### config.mk
export PLATFORM = sky130hd
export DESIGN_NAME = outbuf_drain
export DESIGN_NICKNAME = d
export VERILOG_FILES = /design/src/rtl/outbuf_drain.sv
export SDC_FILE = /design/constraint.sdc
export NUM_CORES = 1
export LEC_CHECK = 0
export ABC_AREA = 0
export BUFFER_PORTS_ARGS = -buffer_cell sky130_fd_sc_hd__buf_2
export CAP_MARGIN = 20
export CORE_UTILIZATION = 63
export DETAILED_ROUTE_END_ITERATION = 8
export GPL_ROUTABILITY_DRIVEN = 0
export PLACE_DENSITY = 0.83
export SLEW_MARGIN = 20
export SYNTH_ARGS = -nofsm -noshare
export SYNTH_HDL_FRONTEND = slang
export SYNTH_SLANG_ARGS = --single-unit
### constraint.sdc
create_clock -name clk -period 5.9 [get_ports clk]
set_input_delay 1.18 -clock clk [delete_from_list [all_inputs] [get_ports clk]]
set_output_delay 1.18 -clock clk [all_outputs]
set_load 0.01 [all_outputs]
### src/rtl/outbuf_drain.sv
// Output buffer for one systolic-array column: captures non-stallable result words into a
// circular FIFO, drains them over valid/ready and pulses done once a full tile has drained.
module outbuf_drain #(
   parameter int WORDLEN = 8,
   parameter int BUFSIZE = 8,
   parameter int TILELEN = 16
) (
   input  logic                         clk,
   input  logic                         rst,
   input  logic                         start,
   input  logic                         in_valid,
   input  logic [WORDLEN-1:0]           din,
   output logic                         in_ready,
   output logic                         out_valid,
   input  logic                         out_ready,
   output logic [WORDLEN-1:0]           dout,
   output logic [$clog2(BUFSIZE+1)-1:0] level,
   output logic                         busy,
   output logic                         done,
   output logic                         overflow
);

   localparam int PW = (BUFSIZE > 1) ? $clog2(BUFSIZE) : 1;
   localparam int LW = $clog2(BUFSIZE + 1);
   localparam int CW = $clog2(TILELEN + 1);

   localparam logic [LW-1:0] FULL_LVL = LW'(BUFSIZE);
   localparam logic [PW-1:0] LAST_PTR = PW'(BUFSIZE - 1);
   localparam logic [CW-1:0] CNT_LAST = CW'(TILELEN - 1);
   localparam logic [CW-1:0] CNT_MAX  = CW'(TILELEN);

   typedef enum logic [1:0] {IDLE, COLLECT, FLUSH} state_t;

   state_t             state_q, state_d;
   logic [PW-1:0]      wptr_q, wptr_d;
   logic [PW-1:0]      rptr_q, rptr_d;
   logic [LW-1:0]      level_q, level_d;
   logic [CW-1:0]      cnt_q, cnt_d;
   logic               ovf_q, ovf_d;
   logic               done_q, done_d;
   logic [WORDLEN-1:0] mem_q [BUFSIZE];

   logic full, empty, push, pop;

   assign full  = (level_q == FULL_LVL);
   assign empty = (level_q == '0);
   assign push  = (state_q == COLLECT) && in_valid && !full;
   assign pop   = !empty && out_ready;

   always_comb begin
      state_d = state_q;
      cnt_d   = cnt_q;
      ovf_d   = ovf_q;
      done_d  = 1'b0;
      wptr_d  = wptr_q;
      rptr_d  = rptr_q;
      level_d = level_q;
      case (state_q)
         IDLE: begin
            if (start) begin
               state_d = COLLECT;
               cnt_d   = '0;
               ovf_d   = 1'b0;
            end
         end
         COLLECT: begin
            // A dropped word still counts toward the tile length.
            if (in_valid) begin
               if (full) ovf_d = 1'b1;
               if (cnt_q != CNT_MAX) cnt_d = cnt_q + 1'b1;
               if (cnt_q >= CNT_LAST) state_d = FLUSH;
            end
         end
         FLUSH: begin
            if (empty) begin
               state_d = IDLE;
               done_d  = 1'b1;
            end
         end
         default: state_d = IDLE;
      endcase
      if (push) wptr_d = (wptr_q == LAST_PTR) ? '0 : wptr_q + 1'b1;
      if (pop)  rptr_d = (rptr_q == LAST_PTR) ? '0 : rptr_q + 1'b1;
      case ({push, pop})
         2'b10:   level_d = level_q + 1'b1;
         2'b01:   level_d = level_q - 1'b1;
         default: level_d = level_q;
      endcase
   end

   always_ff @(posedge clk or posedge rst) begin
      if (rst) begin
         state_q <= IDLE;
         wptr_q  <= '0;
         rptr_q  <= '0;
         level_q <= '0;
         cnt_q   <= '0;
         ovf_q   <= 1'b0;
         done_q  <= 1'b0;
      end else begin
         state_q <= state_d;
         wptr_q  <= wptr_d;
         rptr_q  <= rptr_d;
         level_q <= level_d;
         cnt_q   <= cnt_d;
         ovf_q   <= ovf_d;
         done_q  <= done_d;
      end
   end

   // Storage is deliberately unreset; dout is masked to zero whenever the FIFO is empty.
   always_ff @(posedge clk) begin
      if (push) mem_q[wptr_q] <= din;
   end

   assign in_ready  = (state_q == COLLECT) && !full;
   assign out_valid = !empty;
   assign dout      = empty ? '0 : mem_q[rptr_q];
   assign level     = level_q;
   assign busy      = (state_q != IDLE);
   assign done      = done_q;
   assign overflow  = ovf_q;

endmodule

==> impl_metrics.json, run 1 <==
{
  "seq_area_frac_synth": 0.659,
  "cp_slowest_cell": "dfrtp_1",
  "grt_first_pass_wirelength_um": 9860,
  "final_nets": 273,
  "status": "completed",
  "synth_cell_types": 41,
  "final_common_cell": "edfxtp_1",
  "hold_violations": 0,
  "drive_gt1_frac": 0.259,
  "root_buffer": "clkbuf_8",
  "dieArea_um2": 6080,
  "syn_area_um2": 3640,
  "rows": 27,
  "required_ns": 4.72,
  "grt_use_total": 0.235,
  "critPathLaunchType": "flip-flop",
  "worst_pin_slew_ns": 1.07,
  "clock_skew_ns": 0.0130,
  "setup_tns_ns": 0,
  "async_reset_ff_frac": 0.229,
  "path_clk_slew_ns": 0.08,
  "synth-edff-count": 64,
  "cts_htree_levels": 3,
  "insertion_delay_ns": 0.36,
  "cts_tree": "yes",
  "core_area_um2": 5540,
  "drt_iter0_drc": 117,
  "finalCritPeriodShare": 0.603,
  "synthCells": 213,
  "drtPass1Iterations": 5,
  "fmax_mhz": 281,
  "power_leakage_nw": 1.56,
  "ir_drop_v": 0.000286,
  "cp-end-kind": "primary output",
  "clk_path_buf_depth": 2,
  "maxSlewViolCount": 0,
  "io_buffers": 29,
  "grt_overflow": 0,
  "ys_ff_latch": 83,
  "syn_avg_cell_area_um2": 17.1,
  "maxSlewHeadroom": 0.287,
  "syn_nets": 236,
  "grt_pass1_vias": 2006,
  "die_y_um": 78.0,
  "hold_class": "reg2reg",
  "crit_arrival_ns": 2.38,
  "post_cts_buffers": 0,
  "critical_path.top_delay_family": "flip-flops",
  "antenna_found_initial": 0,
  "synth_warnings": 0,
  "critPathBufInv": 1,
  "drt-wirelength-per-cell_um": 19.3,
  "cp_slowest_stage_delay_ns": 0.95,
  "areaGrowthSynthToFinish_pct": 11.3,
  "maxCapViolations": 0,
  "crit_chain": "mux4_1, mux2i_1, nor2_1, buf_2",
  "diodes": 0,
  "setup_viol": 0,
  "avgViaCountPerCell": 5.93,
  "ios": 30,
  "hpwl_um": 3960,
  "antenna_left": 0,
  "grt_max_degree": 20,
  "postCtsHoldBufs": 0,
  "layout_common_cells": "edfxtp_1 (64), buf_2 (29), nor2_1 (19), dfrtp_1 (19), mux4_1 (12)",
  "p_per_area_nw_per_um2": 478,
  "fin_crit_ns": 3.56,
  "rsz0062_at_grt": "no",
  "cts_resized": 0,
  "drc": 0,
  "dpl_cell_area_um2": 3850,
  "cp_max_fo": 19,
  "critical_path_class": "reg2out",
  "final_area_um2": 4050,
  "num_vias": 1940,
  "synth_ff_type": "edfxtp_1",
  "cts_buffers": 9,
  "start_util": 0.657,
  "die_w_um": 78.0,
  "wirelength_um": 6300,
  "cts_num_sinks": 83
}
cells by family (layout without fill, tap and decap cells):
family | count (synthesis) | count (layout) | share of synthesized area
flops | 83 | 83 | 0.659
buf+inv | 16 | 58 | 0.0244
fa+ha+maj | 10 | 10 | 0.0344
mux | 30 | 30 | 0.157
xor+xnor | 5 | 5 | 0.0120
compound gates | 21 | 21 | 0.0409
simple gates | 48 | 48 | 0.0722
Yosys cell counts, drive strengths merged (5+ instances only):
| master | count | area (um^2) |
|---|---|---|
| nand2 | 7 | 36.3 |
| mux4 | 16 | 405 |
| mux2 | 6 | 86.3 |
| edfxtp | 64 | 1920 |
| nor2 | 19 | 71.3 |
| nor3 | 6 | 30.0 |
| buf | 6 | 48.8 |
| dfrtp | 19 | 475 |
| mux2i | 8 | 80.1 |
| a21oi | 5 | 28.8 |
| inv | 10 | 40.0 |
| ha | 10 | 125 |
final cells by class:
type	count	area [um^2]
inverter	10	40.0
multi-input combinational	114	1160
timing repair buffer	32	168
clock inverter	7	75.1
sequential	83	2400
clock buffer	9	124
tap	72	90.1
fill	358	1490
path summary, 6_finish.rpt:
check / from / to / slack (ns) / cells past startpoint
max: rptr_q[0]$_DFFE_PP0P_ / dout[6] / 2.34 / 4
min: cnt_q[0]$_DFFE_PP0P_ / cnt_q[0]$_DFFE_PP0P_ / 0.57 / 1
max reg2reg: level[0]$_DFFE_PP0P_ / level[2]$_DFFE_PP0P_ / 3.12 / 11
min reg2reg: cnt_q[0]$_DFFE_PP0P_ / cnt_q[0]$_DFFE_PP0P_ / 0.57 / 1
max in group asynchronous: rst / cnt_q[2]$_DFFE_PP0P_ / 4.48 / 2
min in group asynchronous: rst / level[2]$_DFFE_PP0P_ / 0.95 / 2
sequential cells by signal, summed over array words and instances (netlist names):
signal    flops
level         4
rptr_q        3
done          1
overflow      1
cnt_q         5
mem_q        64
state_q       2
wptr_q        3
routing by layer:
layer | GRT usage | wire length, um | up-vias
li1 | - | - | 912
met1 | 0.281 | 2790 | 947
met2 | 0.377 | 3110 | 61
met3 | 0.0718 | 241 | 20
met4 | 0.139 | 163 | 0
met5 | 0 | 0 | -
power breakdown:
part	switching [W]	total [W]	leakage (nW)	internal (W)
clock network	0.000211	0.000408	0.0939	0.000198
registers	0.000154	0.000889	0.812	0.000736
logic	0.000299	0.000640	0.658	0.000341
total	0.000663	0.00194	1.56	0.00127
metrics by stage:
stage	setup WS [ns]	utilization	std cells	hold slack, ns	power, W
floorplan	3.34	-	213	0.487	0.00136
global placement	2.74	0.695	311	0.518	0.00151
detailed placement	2.72	0.695	311	0.533	0.00154
CTS	2.33	0.731	327	0.563	0.00195
global route	2.19	0.731	327	0.594	0.00205
finish	2.34	0.731	327	0.565	0.00194
Note: power is estimated with default switching activity, not from simulation.
==> run 2, diff against run 1 <==
--- a/config.mk
+++ b/config.mk
@@ -8,10 +8,10 @@
 export ABC_AREA = 0
 export BUFFER_PORTS_ARGS = -buffer_cell sky130_fd_sc_hd__buf_2
 export CAP_MARGIN = 20
-export CORE_UTILIZATION = 63
+export CORE_UTILIZATION = 53
 export DETAILED_ROUTE_END_ITERATION = 8
 export GPL_ROUTABILITY_DRIVEN = 0
-export PLACE_DENSITY = 0.83
+export PLACE_DENSITY = 0.75
 export SLEW_MARGIN = 20
 export SYNTH_ARGS = -nofsm -noshare
 export SYNTH_HDL_FRONTEND = slang
==> constraint.sdc (replaced) <==
create_clock -name clk -period 3.1 [get_ports clk]
set_input_delay 0.62 -clock clk [delete_from_list [all_inputs] [get_ports clk]]
set_output_delay 0.62 -clock clk [all_outputs]
set_load 0.01 [all_outputs]
==> run 2 against run 1 <==
  * The run now ends with DRC left
  * Final cell count up 3.4%
  * Hold slack worse by 0.17 ns
  * Sequential share of layout area down 0.29 points
  * Non-clock buffer count up 7
  * Final area up 0.49%
  * Critical path type unchanged
  * Critical endpoint is now dout[2]
  * Highest routed layer unchanged
==> impl_metrics.json, run 2 (synthesis gave the netlist of run 1 again) <==
{
  "grt_max_degree": 20,
  "gr-usage-met1": 0.266,
  "final_nets": 280,
  "hold_violations": 0,
  "worst_pin_slew_ns": 0.733,
  "postCtsHoldBufs": 0,
  "finalCritPeriodShare": 0.821,
  "setup_tns_ns": 0,
  "insertion_delay_ns": 0.34,
  "ir_drop_v": 0.000390,
  "maxSlewViolCount": 0,
  "start_util": 0.560,
  "critPathLaunchType": "flip-flop",
  "avgViaCountPerCell": 5.65,
  "cts_tree": "yes",
  "grt_pass1_vias": 1886,
  "core_area_um2": 6490,
  "area.sequential_um2": 2400,
  "die_y_um": 84.9,
  "drtPass1Iterations": 8,
  "grt_first_pass_wirelength_um": 9630,
  "cp_max_fo": 19,
  "intPower_w": 0.00236,
  "power_leakage_nw": 1.59,
  "num_vias": 1910,
  "dieArea_um2": 7200,
  "grt-busiest-layer": "met2",
  "fmax_mhz": 393,
  "cts_resized": 0,
  "path_clk_slew_ns": 0.08,
  "crit_arrival_ns": 1.92,
  "wirelength_um": 6110,
  "holdWs_ns": 0.395,
  "setup_viol": 0,
  "grt_use_total": 0.186,
  "cts_htree_levels": 3,
  "hpwl_um": 3960,
  "final_common_cell": "edfxtp_1",
  "diodes": 0,
  "required_ns": 2.48,
  "rsz0062_at_grt": "no",
  "combPwrFrac": 0.360,
  "io_buffers": 29,
  "grt_overflow": 0,
  "fin_crit_ns": 2.54,
  "antenna_found_initial": 0,
  "gr-usage-met3": 0.0525,
  "maxCapViolations": 0,
  "grt_util_met2": 0.279,
  "hold_class": "in2async",
  "final_core_util": 0.627,
  "dpl_cell_area_um2": 3910,
  "pwr-share-clk": 0.184,
  "die_w_um": 84.9,
  "p_per_area_nw_per_um2": 881,
  "antenna_left": 0,
  "n_fill_cell": 463,
  "rows": 29,
  "violations": "DRC",
  "layout_common_cells": "edfxtp_1 (64), buf_2 (29), nor2_1 (19), dfrtp_1 (19), mux4_1 (12)",
  "areaGrowthSynthToFinish_pct": 11.9,
  "cts_buffers": 9,
  "cp-end-kind": "primary output",
  "largest_register_ffs": 64,
  "final_area_um2": 4070,
  "cts_num_sinks": 83,
  "status": "finished with violations",
  "drive_gt1_frac": 0.272,
  "drc": 4,
  "ios": 30,
  "switching_power_w": 0.00123,
  "post_cts_buffers": 0,
  "maxSlewHeadroom": 0.499,
  "root_buffer": "clkbuf_8",
  "drt_iter0_drc": 89,
  "multi_input_area_um2": 1150,
  "regMostFlops": "mem_q",
  "swShare": 0.342,
  "seq_power_share": 0.456,
  "clock_skew_ns": 0.0108,
  "clk_path_buf_depth": 2,
  "drt-wirelength-per-cell_um": 18.1,
  "critical_path_class": "reg2out"
}
[run 2: power groups by stage]
stage | Sequential [W] | Clock (W) | Combinational, W
after CTS | 0.00164 | 0.000679 | 0.00131
after global routing | 0.00166 | 0.000726 | 0.00144
after global placement | 0.00165 | 0 | 0.00128
after floorplan | 0.00156 | 0 | 0.00103
after detailed placement | 0.00166 | 0 | 0.00130
final | 0.00164 | 0.000659 | 0.00129
[run 2: path summary, 6_finish.rpt]
check	from	end	slack [ns]	cells after the start
max reg2reg	state_q[1]$_DFFE_PP0P_	level[2]$_DFFE_PP0P_	0.78	10
min reg2reg	cnt_q[4]$_DFFE_PP0P_	cnt_q[4]$_DFFE_PP0P_	0.55	1
min	rst	level[2]$_DFFE_PP0P_	0.39	2
max in group asynchronous	rst	wptr_q[2]$_DFFE_PP0P_	2.23	2
min in group clk	start	state_q[0]$_DFFE_PP0P_	0.54	2
max	rptr_q[0]$_DFFE_PP0P_	dout[2]	0.56	5
[run 2: metrics by stage]
stage / power [W] / cells / setup slack (ns)
2_1_floorplan: 0.00259 / 213 / 0.698
3_3_place_gp: 0.00293 / 323 / 0.845
3_5_place_dp: 0.00296 / 323 / 0.767
4_1_cts: 0.00362 / 338 / 0.532
5_1_grt: 0.00383 / 338 / 0.395
6_report: 0.00359 / 338 / 0.556
[run 2: final cells by class]
cell class | count | share of cell area
inverter | 10 | 0.00983
tap | 77 | 0.0237
clock inverter | 6 | 0.0101
clock buffer | 9 | 0.0304
sequential | 83 | 0.589
multi-input combinational | 114 | 0.283
timing repair buffer | 39 | 0.0541
[run 2: critical path, stage by stage, from the launching register on]
cell and delay (ns):
dfrtp_1 0.33, buf_4 0.29, mux4_1 0.60, mux2i_1 0.15, nor2_1 0.07, buf_2 0.14
[run 2: layer usage]
layer,vias to the layer above,share of wire
li1,924,-
met5,-,0
met4,0,0.0093
met2,43,0.45
met1,936,0.48
met3,7,0.063
==> run 3, diff against run 2 <==
--- a/config.mk
+++ b/config.mk
@@ -8,10 +8,10 @@
 export ABC_AREA = 0
 export BUFFER_PORTS_ARGS = -buffer_cell sky130_fd_sc_hd__buf_2
 export CAP_MARGIN = 20
-export CORE_UTILIZATION = 53
+export CORE_UTILIZATION = 59
 export DETAILED_ROUTE_END_ITERATION = 8
 export GPL_ROUTABILITY_DRIVEN = 0
-export PLACE_DENSITY = 0.75
+export PLACE_DENSITY = 0.79
 export SLEW_MARGIN = 20
 export SYNTH_ARGS = -nofsm -noshare
 export SYNTH_HDL_FRONTEND = slang
==> constraint.sdc (replaced) <==
create_clock -name clk -period 2.6 [get_ports clk]
set_input_delay 0.52 -clock clk [delete_from_list [all_inputs] [get_ports clk]]
set_output_delay 0.52 -clock clk [all_outputs]
set_load 0.01 [all_outputs]
==> run 3 against run 2 <==
  * Combinational power rose by 21%
  * Count of clock-buffer cells in the layout rose by 1
  * Critical path type unchanged
  * Final cell count unchanged
  * The flow now finishes without violations
  * Largest cell class unchanged
  * Routed wire length is 2.3% higher
  * Power is 24% higher
  * Die area shrank 9.9%
  * First-iteration DRC count is 30% higher
  * Flip-flop and latch count unchanged
  * Largest power group unchanged
==> impl_metrics.json, run 3 (synthesis gave the netlist of run 1 again) <==
{
  "status": "completed",
  "critPathLaunchType": "flip-flop",
  "grt_first_pass_wirelength_um": 9420,
  "antenna_found_initial": 0,
  "clk_path_buf_depth": 2,
  "die_y_um": 80.5,
  "hold_violations": 0,
  "setup_tns_ns": 0,
  "ir_drop_v": 0.000688,
  "r2r_slack_ns": 0.21,
  "setup_viol": 0,
  "p_per_area_nw_per_um2": 1080,
  "finalCritPeriodShare": 0.934,
  "cp_max_fo": 19,
  "rr_endpoint": "level[2]$_DFFE_PP0P_",
  "largest_register_ffs": 64,
  "fmax_mhz": 412,
  "hpwl_um": 4030,
  "ios": 30,
  "dpl_cell_area_um2": 3910,
  "hold_class": "in2async",
  "cp-startpoint": "rptr_q[0]$_DFFE_PP0P_",
  "avgViaCountPerCell": 5.86,
  "crit_arrival_ns": 1.91,
  "fin_crit_ns": 2.43,
  "antenna_left": 0,
  "multi_input_area_um2": 1150,
  "cts_tree": "yes",
  "final_area_um2": 4120,
  "cts_buffers": 9,
  "drc": 0,
  "clock_skew_ns": 0.0148,
  "grt_use_total": 0.210,
  "cts_htree_levels": 3,
  "final_common_cell": "edfxtp_1",
  "layout_common_cells": "edfxtp_1 (64), buf_2 (29), nor2_1 (19)",
  "cp-end-kind": "primary output",
  "worst_pin_slew_ns": 0.736,
  "rsz0062_at_grt": "no",
  "postCtsHoldBufs": 0,
  "rows": 28,
  "core_area_um2": 5920,
  "diodes": 0,
  "place_ws_ns": 0.232,
  "areaGrowthSynthToFinish_pct": 13.1,
  "root_buffer": "clkbuf_8",
  "area.sequential_um2": 2400,
  "start_util": 0.615,
  "drtPass1Iterations": 4,
  "io_buffers": 29,
  "holdWs_ns": 0.281,
  "grt_pass1_vias": 1907,
  "maxSlewViolCount": 0,
  "regMostFlops": "mem_q",
  "cts_num_sinks": 83,
  "drive_gt1_frac": 0.281,
  "drt-wirelength-per-cell_um": 18.5,
  "required_ns": 2.08,
  "critical_path_class": "reg2out",
  "grt_max_degree": 20,
  "grt_overflow": 0,
  "maxCapViolations": 0,
  "num_vias": 1981,
  "final_nets": 281,
  "regToRegStartpoint": "state_q[1]$_DFFE_PP0P_",
  "path_clk_slew_ns": 0.09,
  "maxSlewHeadroom": 0.509,
  "insertion_delay_ns": 0.35,
  "r2r_cells": 10,
  "wirelength_um": 6250,
  "power_leakage_nw": 1.61,
  "drt_iter0_drc": 116,
  "dieArea_um2": 6490,
  "fin_ws_ns": 0.172,
  "n_fill_cell": 399,
  "die_w_um": 80.5
}
[run 3: cell count changes in the layout (fill, tap and decap cells not counted)]
cell       delta
buf_6         +1
bufinv_16     +1
clkbuf_1      +1
clkinv_1      -1
clkinv_2      -1
dfrtp_1       -1
dfrtp_2       +1
inv_6         +1
[run 3: power by group]
group	internal, W	switching, W	total, W
clock	0.000454	0.000476	0.000931
sequential	0.00167	0.000281	0.00195
combinational	0.000810	0.000749	0.00156
total	0.00294	0.00151	0.00444
[run 3: repair_timing]
item	CTS	global route
setup buffers	0	0
resized for setup	0	2
endpoints found under the setup margin	0	1
[run 3: metrics by stage]
stage                     total power (W)  std cells  utilization
final                             0.00444        338        0.695
after global routing              0.00470        338        0.695
after CTS                         0.00447        338        0.694
after detailed placement          0.00355        322        0.661
after global placement            0.00349        322        0.661
after floorplan                   0.00309        213            -
[run 3: layout make-up]
class	count	share of cell area
Clock inverter	6	0.0173
Multi-Input combinational cell	114	0.280
Tap cell	75	0.0228
Clock buffer	10	0.0310
Inverter	10	0.00973
Timing Repair Buffer	40	0.0562
Sequential cell	83	0.583
[run 3: per-layer routing]
metal / vias to the layer above / wire [um] / global-route usage / share of wire
met5: - / 0 / 0 / 0
met4: 0 / 45 / 0.0804 / 0.0072
met3: 4 / 279 / 0.0534 / 0.045
met2: 49 / 3090 / 0.333 / 0.49
met1: 1000 / 2840 / 0.279 / 0.45
li1: 928 / - / - / -
[run 3: critical path: stages, from the launching register on]
cell,delay (ns)
dfrtp_1,0.36
buf_6,0.23
mux4_1,0.59
mux2i_1,0.15
nor2_1,0.08
buf_2,0.14
[run 3: how the worst max path moves through the flow]
stage,slack [ns],cells past startpoint,end
3_5_place_dp,0.23,10,level[2]$_DFFE_PP0P_
2_1_floorplan,0.20,11,level[2]$_DFFE_PP0P_
5_1_grt,0.03,10,level[2]$_DFFE_PP0P_
6_report,0.17,5,dout[4]
3_3_place_gp,0.32,10,level[2]$_DFFE_PP0P_
4_1_cts,0.08,4,dout[3]
